===== src/rtl/reorder_buffer.sv =====
// reorder_buffer: in-order completion/retire buffer for the dual-issue integer
// pipeline. Allocates up to two entries per cycle, marks them done by tag and
// retires completed head entries onto the register-file update port pair.
// Optional build macro: ROB_DUAL_RETIRE_EN. When it is defined, up to two
// entries retire per cycle. When it is undefined, only slot 0 retires and
// updateEnB and updateAddrB are tied to 0.
module reorder_buffer #(
  parameter int DEPTH = 16,
  parameter int TAG_W = 4
) (
  input  logic             clk,
  input  logic             rst,
  input  logic             flush,
  input  logic             alloc_en_A,
  input  logic             alloc_en_B,
  input  logic [4:0]       rd_A,
  input  logic [4:0]       rd_B,
  input  logic             rd_wr_A,
  input  logic             rd_wr_B,
  output logic [TAG_W-1:0] tag_A,
  output logic [TAG_W-1:0] tag_B,
  output logic             alloc_err_A,
  output logic             alloc_err_B,
  input  logic             cmp_en_A,
  input  logic             cmp_en_B,
  input  logic [TAG_W-1:0] cmp_tag_A,
  input  logic [TAG_W-1:0] cmp_tag_B,
  output logic             updateEnA,
  output logic             updateEnB,
  output logic [4:0]       updateAddrA,
  output logic [4:0]       updateAddrB,
  output logic [1:0]       retire_cnt,
  output logic             empty,
  output logic             full
);

  localparam logic [TAG_W:0] DEPTH_P = (TAG_W+1)'(DEPTH);

  logic [DEPTH-1:0]      valid_q, done_q, wr_q;
  logic [DEPTH-1:0][4:0] rd_q;
  logic [TAG_W:0]        head_q, tail_q;
  logic                  upd_en_a_q;
  logic [4:0]            upd_addr_a_q;
  logic [1:0]            ret_cnt_q;

  logic [TAG_W:0]   count, free, need_b;
  logic             grant_a, grant_b;
  logic [TAG_W-1:0] hidx0;
  logic             ret0, ret1;

  // Occupancy is taken from the pointer pair, so the wrap bit separates full from empty.
  assign count = tail_q - head_q;
  assign free  = DEPTH_P - count;
  assign empty = (count == '0);
  assign full  = (count == DEPTH_P);

  // Grants depend on pre-edge occupancy only; retires in the same cycle do not free space.
  assign grant_a     = alloc_en_A && (free != '0);
  assign need_b      = grant_a ? (TAG_W+1)'(2) : (TAG_W+1)'(1);
  assign grant_b     = alloc_en_B && (free >= need_b);
  assign tag_A       = tail_q[TAG_W-1:0];
  assign tag_B       = tail_q[TAG_W-1:0] + TAG_W'(grant_a);
  assign alloc_err_A = alloc_en_A && !grant_a;
  assign alloc_err_B = alloc_en_B && !grant_b;

  // Retire decisions read registered done bits, so completion and retire of an entry
  // always fall on different edges.
  assign hidx0 = head_q[TAG_W-1:0];
  assign ret0  = valid_q[hidx0] && done_q[hidx0];

`ifdef ROB_DUAL_RETIRE_EN
  logic [TAG_W-1:0] hidx1;
  logic             upd_en_b_q;
  logic [4:0]       upd_addr_b_q;

  assign hidx1       = hidx0 + TAG_W'(1);
  assign ret1        = ret0 && valid_q[hidx1] && done_q[hidx1];
  assign updateEnB   = upd_en_b_q;
  assign updateAddrB = upd_addr_b_q;

  // Slot 1 update port register.
  always_ff @(posedge clk) begin
    if (rst) begin
      upd_en_b_q   <= 1'b0;
      upd_addr_b_q <= '0;
    end else if (flush) begin
      upd_en_b_q   <= 1'b0;
    end else begin
      upd_en_b_q <= ret1 && wr_q[hidx1];
      if (ret1) upd_addr_b_q <= rd_q[hidx1];
    end
  end
`else
  assign ret1        = 1'b0;
  assign updateEnB   = 1'b0;
  assign updateAddrB = '0;
`endif

  assign updateEnA   = upd_en_a_q;
  assign updateAddrA = upd_addr_a_q;
  assign retire_cnt  = ret_cnt_q;

  // Entry array, pointers and slot 0 update port; reset beats flush, flush beats everything else.
  always_ff @(posedge clk) begin
    if (rst) begin
      valid_q      <= '0;
      done_q       <= '0;
      wr_q         <= '0;
      rd_q         <= '0;
      head_q       <= '0;
      tail_q       <= '0;
      upd_en_a_q   <= 1'b0;
      upd_addr_a_q <= '0;
      ret_cnt_q    <= '0;
    end else if (flush) begin
      valid_q    <= '0;
      done_q     <= '0;
      head_q     <= tail_q;
      upd_en_a_q <= 1'b0;
      ret_cnt_q  <= '0;
    end else begin
      // Completions only touch live entries; new allocations target free ones, so no overlap.
      if (cmp_en_A && valid_q[cmp_tag_A]) done_q[cmp_tag_A] <= 1'b1;
      if (cmp_en_B && valid_q[cmp_tag_B]) done_q[cmp_tag_B] <= 1'b1;
      if (ret0) begin
        valid_q[hidx0] <= 1'b0;
        done_q[hidx0]  <= 1'b0;
      end
`ifdef ROB_DUAL_RETIRE_EN
      if (ret1) begin
        valid_q[hidx1] <= 1'b0;
        done_q[hidx1]  <= 1'b0;
      end
`endif
      if (grant_a) begin
        valid_q[tag_A] <= 1'b1;
        done_q[tag_A]  <= 1'b0;
        rd_q[tag_A]    <= rd_A;
        wr_q[tag_A]    <= rd_wr_A;
      end
      if (grant_b) begin
        valid_q[tag_B] <= 1'b1;
        done_q[tag_B]  <= 1'b0;
        rd_q[tag_B]    <= rd_B;
        wr_q[tag_B]    <= rd_wr_B;
      end
      tail_q     <= tail_q + (TAG_W+1)'(grant_a) + (TAG_W+1)'(grant_b);
      head_q     <= head_q + (TAG_W+1)'(ret0) + (TAG_W+1)'(ret1);
      upd_en_a_q <= ret0 && wr_q[hidx0];
      if (ret0) upd_addr_a_q <= rd_q[hidx0];
      ret_cnt_q  <= {1'b0, ret0} + {1'b0, ret1};
    end
  end

endmodule


===== config.mk =====
export PLATFORM = sky130hd
export DESIGN_NAME = reorder_buffer
export DESIGN_NICKNAME = d
export VERILOG_FILES = /design/src/rtl/reorder_buffer.sv
export SDC_FILE = /design/constraint.sdc
export NUM_CORES = 1
export LEC_CHECK = 0
export ABC_AREA = 1
export BUFFER_PORTS_ARGS = -buffer_cell sky130_fd_sc_hd__buf_2
export CORE_MARGIN = 8
export CORE_UTILIZATION = 59
export DETAILED_ROUTE_END_ITERATION = 10
export GPL_TIMING_DRIVEN = 0
export HOLD_SLACK_MARGIN = 0.02
export PLACE_DENSITY_LB_ADDON = 0.2
export SKIP_CTS_REPAIR_TIMING = 1
export SYNTH_ARGS = -nofsm -noshare
export SYNTH_HDL_FRONTEND = slang
export SYNTH_SLANG_ARGS = --single-unit

===== constraint.sdc =====
create_clock -name clk -period 13.5 [get_ports clk]
set_clock_uncertainty 0.05 [all_clocks]
set_input_delay 1.35 -clock clk [delete_from_list [all_inputs] [get_ports clk]]
set_output_delay 1.35 -clock clk [all_outputs]
set_load 0.01 [all_outputs]

==> flow_summary.toml, run 1 <==
[outcome]
status = "finished, final reports clean"

[timing]
slew_viol_final = 0
hold_slack_ns = 0.426
max_freq_mhz = 156
setup_slack_ns = 7.07
rsz0062_at_grt = "no"
hold_viol = 0
setup_tns_ns = 0
max_slew_margin = 0.211
min_period_ns = 6.43
setup_viol = 0
post-route-period-util = 0.476
worst_pin_slew_ns = 1.18

[critical_path]
worstReg2RegStart = "tail_q[0]"
rr_endpoint = "done_q[6]"
cp-start-kind = "flip-flop"
worstSetupStartpoint = "tail_q[0]"
worst_path_max_delay_cell = "dfxtp_1"
crit_required_ns = 12.10
r2r_setup_slack_ns = 7.91
end_kind = "primary output"
crit_fanout = 11
cp-endpoint = "alloc_err_B"
crit_chain = "inv_1 -> ha_1 -> fa_1 -> inv_1 -> a21oi_1 -> o21bai_1 -> xnor2_1 -> ha_1 -> inv_1 -> nor2_1 -> nand3_4 -> nand2_4 -> buf_2 -> ha_1 -> o21ai_0 -> nand2_1 -> nor2_2 -> nand3_4 -> buf_4 -> nor2_1 -> buf_2"
rr_worst_depth = 24
cp_slowest_stage_delay_ns = 0.50
worstPathArrival_ns = 5.03
crit_type = "reg2out"

[placement]
dpl_worst_slack_ns = 7.64
port_buffers = 40
dp_hpwl_um = 29600
place_area_um2 = 11400
place.gp.congestion = 0.987

[layout]
area_growth_pct = 10.7
final_area_um2 = 12100
fin_nets = 1999
drive_gt1_frac = 0.0929

[synthesis]
async_reset_ff_frac = 0
synth.distinct_cells = 38
ys.flop_type = "dfxtp_1"
synthCells = 1891
synth_warnings = 0
synth_area_per_cell_um2 = 5.78
yosys_register_bits = 145
synth_top_area_frac = 0.266
syn_area_um2 = 10900
ys_seq_area_frac = 0.266
synth_area_leaders = "dfxtp_1, nand2_1, nand3_1"
synth_edf_count = 0
yosysMostFrequentCell = "nand2_1"
yosys-top-cells-count = "nand2_1, nand3_1, dfxtp_1, o21ai_0, inv_1"
yosys.area.top_type = "dfxtp_1"

[power]
power.switching_w = 0.00100
p_leak_nw = 5.57
seqPwrFrac = 0.244
powerDensity_nw_per_um2 = 172
p_int_w = 0.00109
switching_share = 0.479
pwr-share-comb = 0.498
vdd_drop_max_v = 0.000107
clock_power_share = 0.258

[min_path]
hold_class = "reg2reg"

[clock_tree]
cts_buffer_depth = 2
clk_pin_slew_ns = 0.06
cts_sinks = 145
cts_buffers = 17
cts-root-buf = "clkbuf_16"
worstSkewPairLatency_ns = 0.45
cts_max_level = 4
cts_tree = "yes"

[routing]
via_count = 13400
wl_per_cell_um = 18.5
remaining_drc_errors = 0
antenna_left = 0
drt-total-wl_um = 40800
drt_first_iter_violations = 1846
dr.pass1.iters = 7
avgViaCountPerCell = 6.08

[floorplan]
start_util = 0.604
num_io_pins = 53
die_h_um = 152
die_area_um2 = 23100
core-area_um2 = 18100
fp.dieW_um = 152
rows = 49

[global_routing]
grt_max_degree = 17
track_usage = 0.337
grt_pass1_wl_um = 63400
antenna_found_initial = 1
grt-ovfl-total = 0
grt_pass1_vias = 12000

[flow_run]
cap_viol_max_count = 0
==> power groups by stage <==
stage | clock network (W) | logic (W) | registers, W
after floorplan | 0 | 0.000701 | 0.000501
after global routing | 0.000555 | 0.00111 | 0.000513
after detailed placement | 0 | 0.000988 | 0.000515
after global placement | 0 | 0.000966 | 0.000514
after CTS | 0.000538 | 0.000992 | 0.000506
final | 0.000539 | 0.00104 | 0.000508
==> registers in the layout (all words and copies together) (netlist names) <==
| register | flops |
|---|---|
| wr_q | 16 |
| done_q | 16 |
| rd_q | 80 |
| updateAddrA | 5 |
| retire_cnt | 1 |
| tail_q | 5 |
| head_q | 5 |
| updateEnA | 1 |
| valid_q | 16 |
==> how the worst min path moves through the flow <==
stage                 from           to  cells after the start
6_report       valid_q[12]  valid_q[12]                      2
5_1_grt        valid_q[12]  valid_q[12]                      2
4_1_cts        valid_q[12]  valid_q[12]                      2
3_5_place_dp   valid_q[12]  valid_q[12]                      2
3_3_place_gp   valid_q[12]  valid_q[12]                      2
2_1_floorplan  valid_q[12]  valid_q[12]                      2
==> cells in the final DEF (no fill, tap or decap), types with 5 or more instances in the layout <==
master       n
a21oi_1     13
o22ai_1      9
nor2_4       6
conb_1       7
o21ai_0    128
nor2_2      12
mux2_2       6
clkbuf_1    65
dfxtp_1    145
nor3_1      11
o21ai_1      8
clkbuf_16   17
bufinv_16    5
buf_2       67
nand2_1    771
a22oi_1     40
nand3_1    317
inv_1      105
nand3_2     14
ha_1        14
nor2_1     101
inv_2        9
nand4_1     32
buf_4       21
nand2_2      6
==> through the flow <==
step,std cells,util,power [W]
after floorplan,1897,-,0.00120
after global placement,2166,0.633,0.00148
after detailed placement,2166,0.633,0.00150
after CTS,2198,0.669,0.00204
after global routing,2198,0.669,0.00217
final,2199,0.669,0.00209
==> cells by family (layout without fill, tap and decap cells) <==
group           count (synthesis)  after routing  share of synthesized area
simple gates                 1275           1275                      0.503
other cells                     1              8                   0.000343
xor+xnor                        7              7                    0.00629
fa+ha+maj                      16             16                     0.0197
flops                         145            145                      0.266
compound gates                204            204                      0.105
mux                             6              6                    0.00618
buf+inv                       237            309                     0.0946
==> final cells by class <==
cell class / instances / area, um2
Multi-Input combinational cell: 1515 / 7020
Fill cell: 1726 / 5990
Sequential cell: 145 / 2900
Buffer: 121 / 597
Inverter: 116 / 438
Clock buffer: 17 / 425
Tap cell: 229 / 287
Clock inverter: 15 / 230
Timing Repair Buffer: 40 / 200
Antenna cell: 1 / 2.50
==> metal layers <==
metal  wire, um  global-route usage
met4       2250               0.192
met5          0                   0
met3       5520               0.105
met1      15600               0.419
met2      17400               0.510
==> worst max-delay path, delay by kind of cell (launching register included) <==
family | cells | cell delay [ns]
XOR/XNOR | 1 | 0.14
AO/OA/AOI/OAI | 3 | 0.45
buffers and inverters | 6 | 1.04
flip-flops | 1 | 0.50
adder cells (fa/ha/maj) | 4 | 1.24
AND/OR/NAND/NOR | 7 | 1.21
No activity file was read; power rests on OpenSTA's default activity.
==> run 2: changes to the inputs <==
clock period = 6 ns   (was 13.5 ns; I/O delays follow)
==> run 2 against run 1 <==
Via count grew 0.46%. Global-route usage did not move. Routed wire length rose by 0.11%. First-iteration DRC count shrank 0.65%. Critical path depth decreased by 1. Final cell count is essentially flat. Setup slack got worse by 6.7 ns. Core utilization about the same. Largest power group unchanged.
==> flow_summary.toml, run 2 (synthesis gave the netlist of run 1 again) <==
[outcome]
status = "finished, final reports clean"

[critical_path]
rr_endpoint = "done_q[6]"
cp-endpoint = "alloc_err_B"
worstReg2RegStart = "tail_q[1]"
crit_required_ns = 5.35
crit_family = "simple AND/OR/NAND/NOR gates"
crit_chain = "inv_1 -> fa_1 -> inv_1 -> a21oi_1 -> o21bai_1 -> xnor2_1 -> ha_1 -> inv_1 -> nor2_1 -> nand3_4 -> nand2_4 -> buf_2 -> ha_1 -> o21ai_0 -> nand2_1 -> nor2_2 -> nand3_4 -> buf_4 -> nor2_1 -> buf_2"
worstPathArrival_ns = 4.99
crit_fanout = 11
cp_num_cells = 20
r2r_setup_slack_ns = 0.42
worstSetupStartpoint = "tail_q[1]"
rr_worst_depth = 23
worst_path_max_delay_cell = "dfxtp_1"
path_common_cell = "inv_1"
cp_num_buf_inv = 6
crit_type = "reg2out"
cp-start-kind = "flip-flop"
end_kind = "primary output"
cp_slowest_stage_delay_ns = 0.56

[global_routing]
grt-ovfl-total = 0
track_usage = 0.337
antenna_found_initial = 1
grt_pass1_vias = 12000
grt_max_degree = 17
grt_pass1_wl_um = 63400

[layout]
final_common_cell = "nand2_1"
largest_reg_flops = 80
drive_gt1_frac = 0.0934
regMostFlops = "rd_q"
n_antenna_cell = 0
fin_nets = 1999
fin_cells = 2198
area_growth_pct = 10.7
final_cell_mix = "nand2_1, nand3_1, dfxtp_1"

[clock_tree]
cts_buffers = 17
worstSkewPairLatency_ns = 0.45
cts_buffer_depth = 2
cts_sinks = 145
clk_pin_slew_ns = 0.07
cts_max_level = 4
cts-root-buf = "clkbuf_16"
cts_tree = "yes"

[timing]
max_freq_mhz = 177
rsz0062_at_grt = "no"
setup_tns_ns = 0
max_slew_margin = 0.101
min_period_ns = 5.64
hold_viol = 0
slew_viol_final = 0
setup_viol = 0
worst_pin_slew_ns = 1.34
post-route-period-util = 0.940

[power]
powerDensity_nw_per_um2 = 388
vdd_drop_max_v = 0.000242
p_total_w = 0.00469
p_leak_nw = 5.57

[floorplan]
die_h_um = 152
rows = 49
start_util = 0.604
die_area_um2 = 23100
core-area_um2 = 18100
fp.dieW_um = 152
num_io_pins = 53

[routing]
dr.pass1.iters = 8
antenna_left = 0
remaining_drc_errors = 0
drt_first_iter_violations = 1834
via_count = 13400
avgViaCountPerCell = 6.11
drt-total-wl_um = 40800
wl_per_cell_um = 18.6

[placement]
place.gp.congestion = 0.987
placed_cells = 2166
dp_hpwl_um = 29600
port_buffers = 40

[min_path]
hold_class = "reg2reg"

[flow_run]
cap_viol_max_count = 0
## run 2: worst register-to-register path: cells and delay by family (launching register included)
family                     cells  cell delay, ns
buffers and inverters          7            0.82
DFF                            1            0.56
AOI/OAI and AO/OA              2            0.29
adders and majority gates      4            1.45
xor gates and xnor gates       1            0.13
and+or+nand+nor                9            2.17
## run 2: routing by layer
metal	GRT usage	vias up	wire length (um)
met2	0.510	977	17300
met1	0.419	5942	15500
li1	-	6303	-
met5	0	-	13
met3	0.105	204	5750
met4	0.192	2	2220
## run 2: worst min path at each step
stage                  end  cells after the start  slack (ns)        start
4_1_cts          head_q[4]                      3        0.42        flush
5_1_grt        valid_q[12]                      2        0.45  valid_q[12]
2_1_floorplan  valid_q[12]                      2        0.39  valid_q[12]
6_report       valid_q[12]                      2        0.43  valid_q[12]
3_5_place_dp   valid_q[12]                      2        0.42  valid_q[12]
3_3_place_gp   valid_q[12]                      2        0.41  valid_q[12]
## run 2: report_power, final
part / total (W) / leakage [nW] / internal [W] / switching [W]
Combinational: 0.00234 / 4.08 / 0.000660 / 0.00168
Clock: 0.00121 / 0.316 / 0.000744 / 0.000467
Sequential: 0.00114 / 1.17 / 0.00104 / 0.000102
## run 2: cell type report
cell class | instances | area (um2)
timing repair buffer | 40 | 200
clock buffer | 17 | 425
tap | 229 | 287
fill | 1725 | 5990
buffer | 121 | 597
multi-input combinational | 1515 | 7020
sequential | 145 | 2900
clock inverter | 15 | 230
inverter | 116 | 438
## run 2: through the flow
step	worst slack [ns]	hold slack (ns)	instance area, um2	util
global placement	0.782	0.415	11400	0.633
finish	0.357	0.426	12100	0.669
global route	0.0632	0.452	12100	0.669
detailed placement	0.627	0.415	11400	0.633
floorplan	1.54	0.388	11000	-
CTS	0.425	0.425	12100	0.669
==> run 3: changes to the inputs <==
CORE_UTILIZATION = 55   (was 59)
==> run 3 against run 2 <==
Routed wire length down 0.72%. Global-route usage shrank 1.1 points. Die area up 6.5%. Maximum frequency is 0.82% higher. Critical path type unchanged. Critical endpoint unchanged. Largest cell class unchanged. Largest power group unchanged. Highest routed layer is now met4.
==> flow_summary.toml, run 3 (synthesis gave the netlist of run 1 again) <==
[global_routing]
grt_max_degree = 17
use_met1 = 0.420
use_met2 = 0.496
top_usage_layer = "met2"
grt_pass1_wl_um = 63000
met3_usage = 0.0795
antenna_found_initial = 0
track_usage = 0.327
grt_pass1_vias = 11800
grt-ovfl-total = 0

[routing]
drt-total-wl_um = 40500
dr.pass1.iters = 7
wl_per_cell_um = 18.1
drt_first_iter_violations = 1812
via_count = 13300
avgViaCountPerCell = 5.96
antenna_left = 0
remaining_drc_errors = 0

[timing]
min_period_ns = 5.60
setup_tns_ns = 0
post-route-period-util = 0.933
max_freq_mhz = 179
hold_viol = 0
worst_pin_slew_ns = 1.14
max_slew_margin = 0.240
rsz0062_at_grt = "no"
slew_viol_final = 0
setup_viol = 0

[clock_tree]
cts-root-buf = "clkbuf_16"
worstSkewPairLatency_ns = 0.45
cts_buffers = 17
cts_max_level = 4
clk_pin_slew_ns = 0.06
cts_buffer_depth = 2
cts_sinks = 145
cts_tree = "yes"

[floorplan]
fp.dieW_um = 157
die_h_um = 157
die_area_um2 = 24600
num_io_pins = 53
start_util = 0.562
core-area_um2 = 19500
rows = 51

[flow_run]
cap_viol_max_count = 0

[power]
power.switching_w = 0.00224
vdd_drop_max_v = 0.000223
switching_share = 0.494
pwr-share-comb = 0.511
powerDensity_nw_per_um2 = 376
p_int_w = 0.00229
p_leak_nw = 5.52
clock_power_share = 0.237
seqPwrFrac = 0.253

[placement]
place.gp.congestion = 1.02
port_buffers = 40
dp_hpwl_um = 29800

[layout]
fin_nets = 1999
regMostFlops = "rd_q"
drive_gt1_frac = 0.0924
final_cell_mix = "nand2_1, nand3_1, dfxtp_1"
largest_reg_flops = 80
fin_util = 0.619
final_common_cell = "nand2_1"
area_growth_pct = 10.3
n_antenna_cell = 0

[critical_path]
worstPathArrival_ns = 4.95
crit_type = "reg2out"
rr_worst_depth = 24
cp-start-kind = "flip-flop"
crit_required_ns = 5.35
end_kind = "primary output"
crit_fanout = 11

[min_path]
hold_class = "reg2reg"
holdPathStages = 2

[outcome]
status = "finished, final reports clean"
-- run 3: cell count changes in the layout (fill, tap and decap cells not counted), sizes merged --
| cell | change |
|---|---|
| bufinv | -4 |
| clkbuf | +2 |
| clkinvlp | +1 |
| inv | +1 |
-- run 3: path summary, 6_finish.rpt --
path,start,to,slack (ns)
setup / recovery,tail_q[0],alloc_err_B,0.40
hold / removal,valid_q[12],valid_q[12],0.43
setup reg to reg,tail_q[0],done_q[6],0.42
hold reg to reg,valid_q[12],valid_q[12],0.43
-- run 3: area by class of cell --
class | count | area, um2
buffer | 121 | 597
clock buffer | 19 | 443
clock inverter | 13 | 124
fill | 1913 | 7410
inverter | 116 | 438
multi-input combinational | 1515 | 7020
sequential | 145 | 2900
tap | 265 | 332
timing repair buffer | 40 | 200
-- run 3: critical path, cell delays in order, from the launching register on --
cell	delay, ns
dfxtp_1	0.51
inv_1	0.15
ha_1	0.25
fa_1	0.39
inv_1	0.10
a21oi_1	0.07
o21bai_1	0.19
xnor2_1	0.11
ha_1	0.29
inv_1	0.05
nor2_1	0.19
nand3_4	0.17
nand2_4	0.20
buf_2	0.31
ha_1	0.28
o21ai_0	0.18
nand2_1	0.09
nor2_2	0.16
nand3_4	0.18
buf_4	0.25
nor2_1	0.19
buf_2	0.17
-- run 3: layer usage --
layer / wire length, um / up-vias
li1: - / 6291
met1: 16000 / 5938
met2: 17100 / 915
met3: 5380 / 166
met4: 2060 / 0
met5: 0 / -
-- run 3: power by group through the flow --
stage / clock, W / combinational (W) / sequential [W]
floorplan: 0 / 0.00158 / 0.00113
global placement: 0 / 0.00219 / 0.00116
detailed placement: 0 / 0.00222 / 0.00116
CTS: 0.00106 / 0.00224 / 0.00114
global route: 0.00111 / 0.00248 / 0.00115
finish: 0.00107 / 0.00231 / 0.00114
-- run 3: stage by stage --
step / total power, W / setup slack (ns) / hold slack [ns] / cell area, um2 / instances
after global routing: 0.00475 / 0.0733 / 0.440 / 12100 / 2234
final: 0.00453 / 0.403 / 0.429 / 12100 / 2234
after detailed placement: 0.00338 / 0.625 / 0.419 / 11500 / 2202
after floorplan: 0.00270 / 1.54 / 0.388 / 11000 / 1897
after CTS: 0.00444 / 0.479 / 0.424 / 12100 / 2234
after global placement: 0.00335 / 0.707 / 0.415 / 11500 / 2202
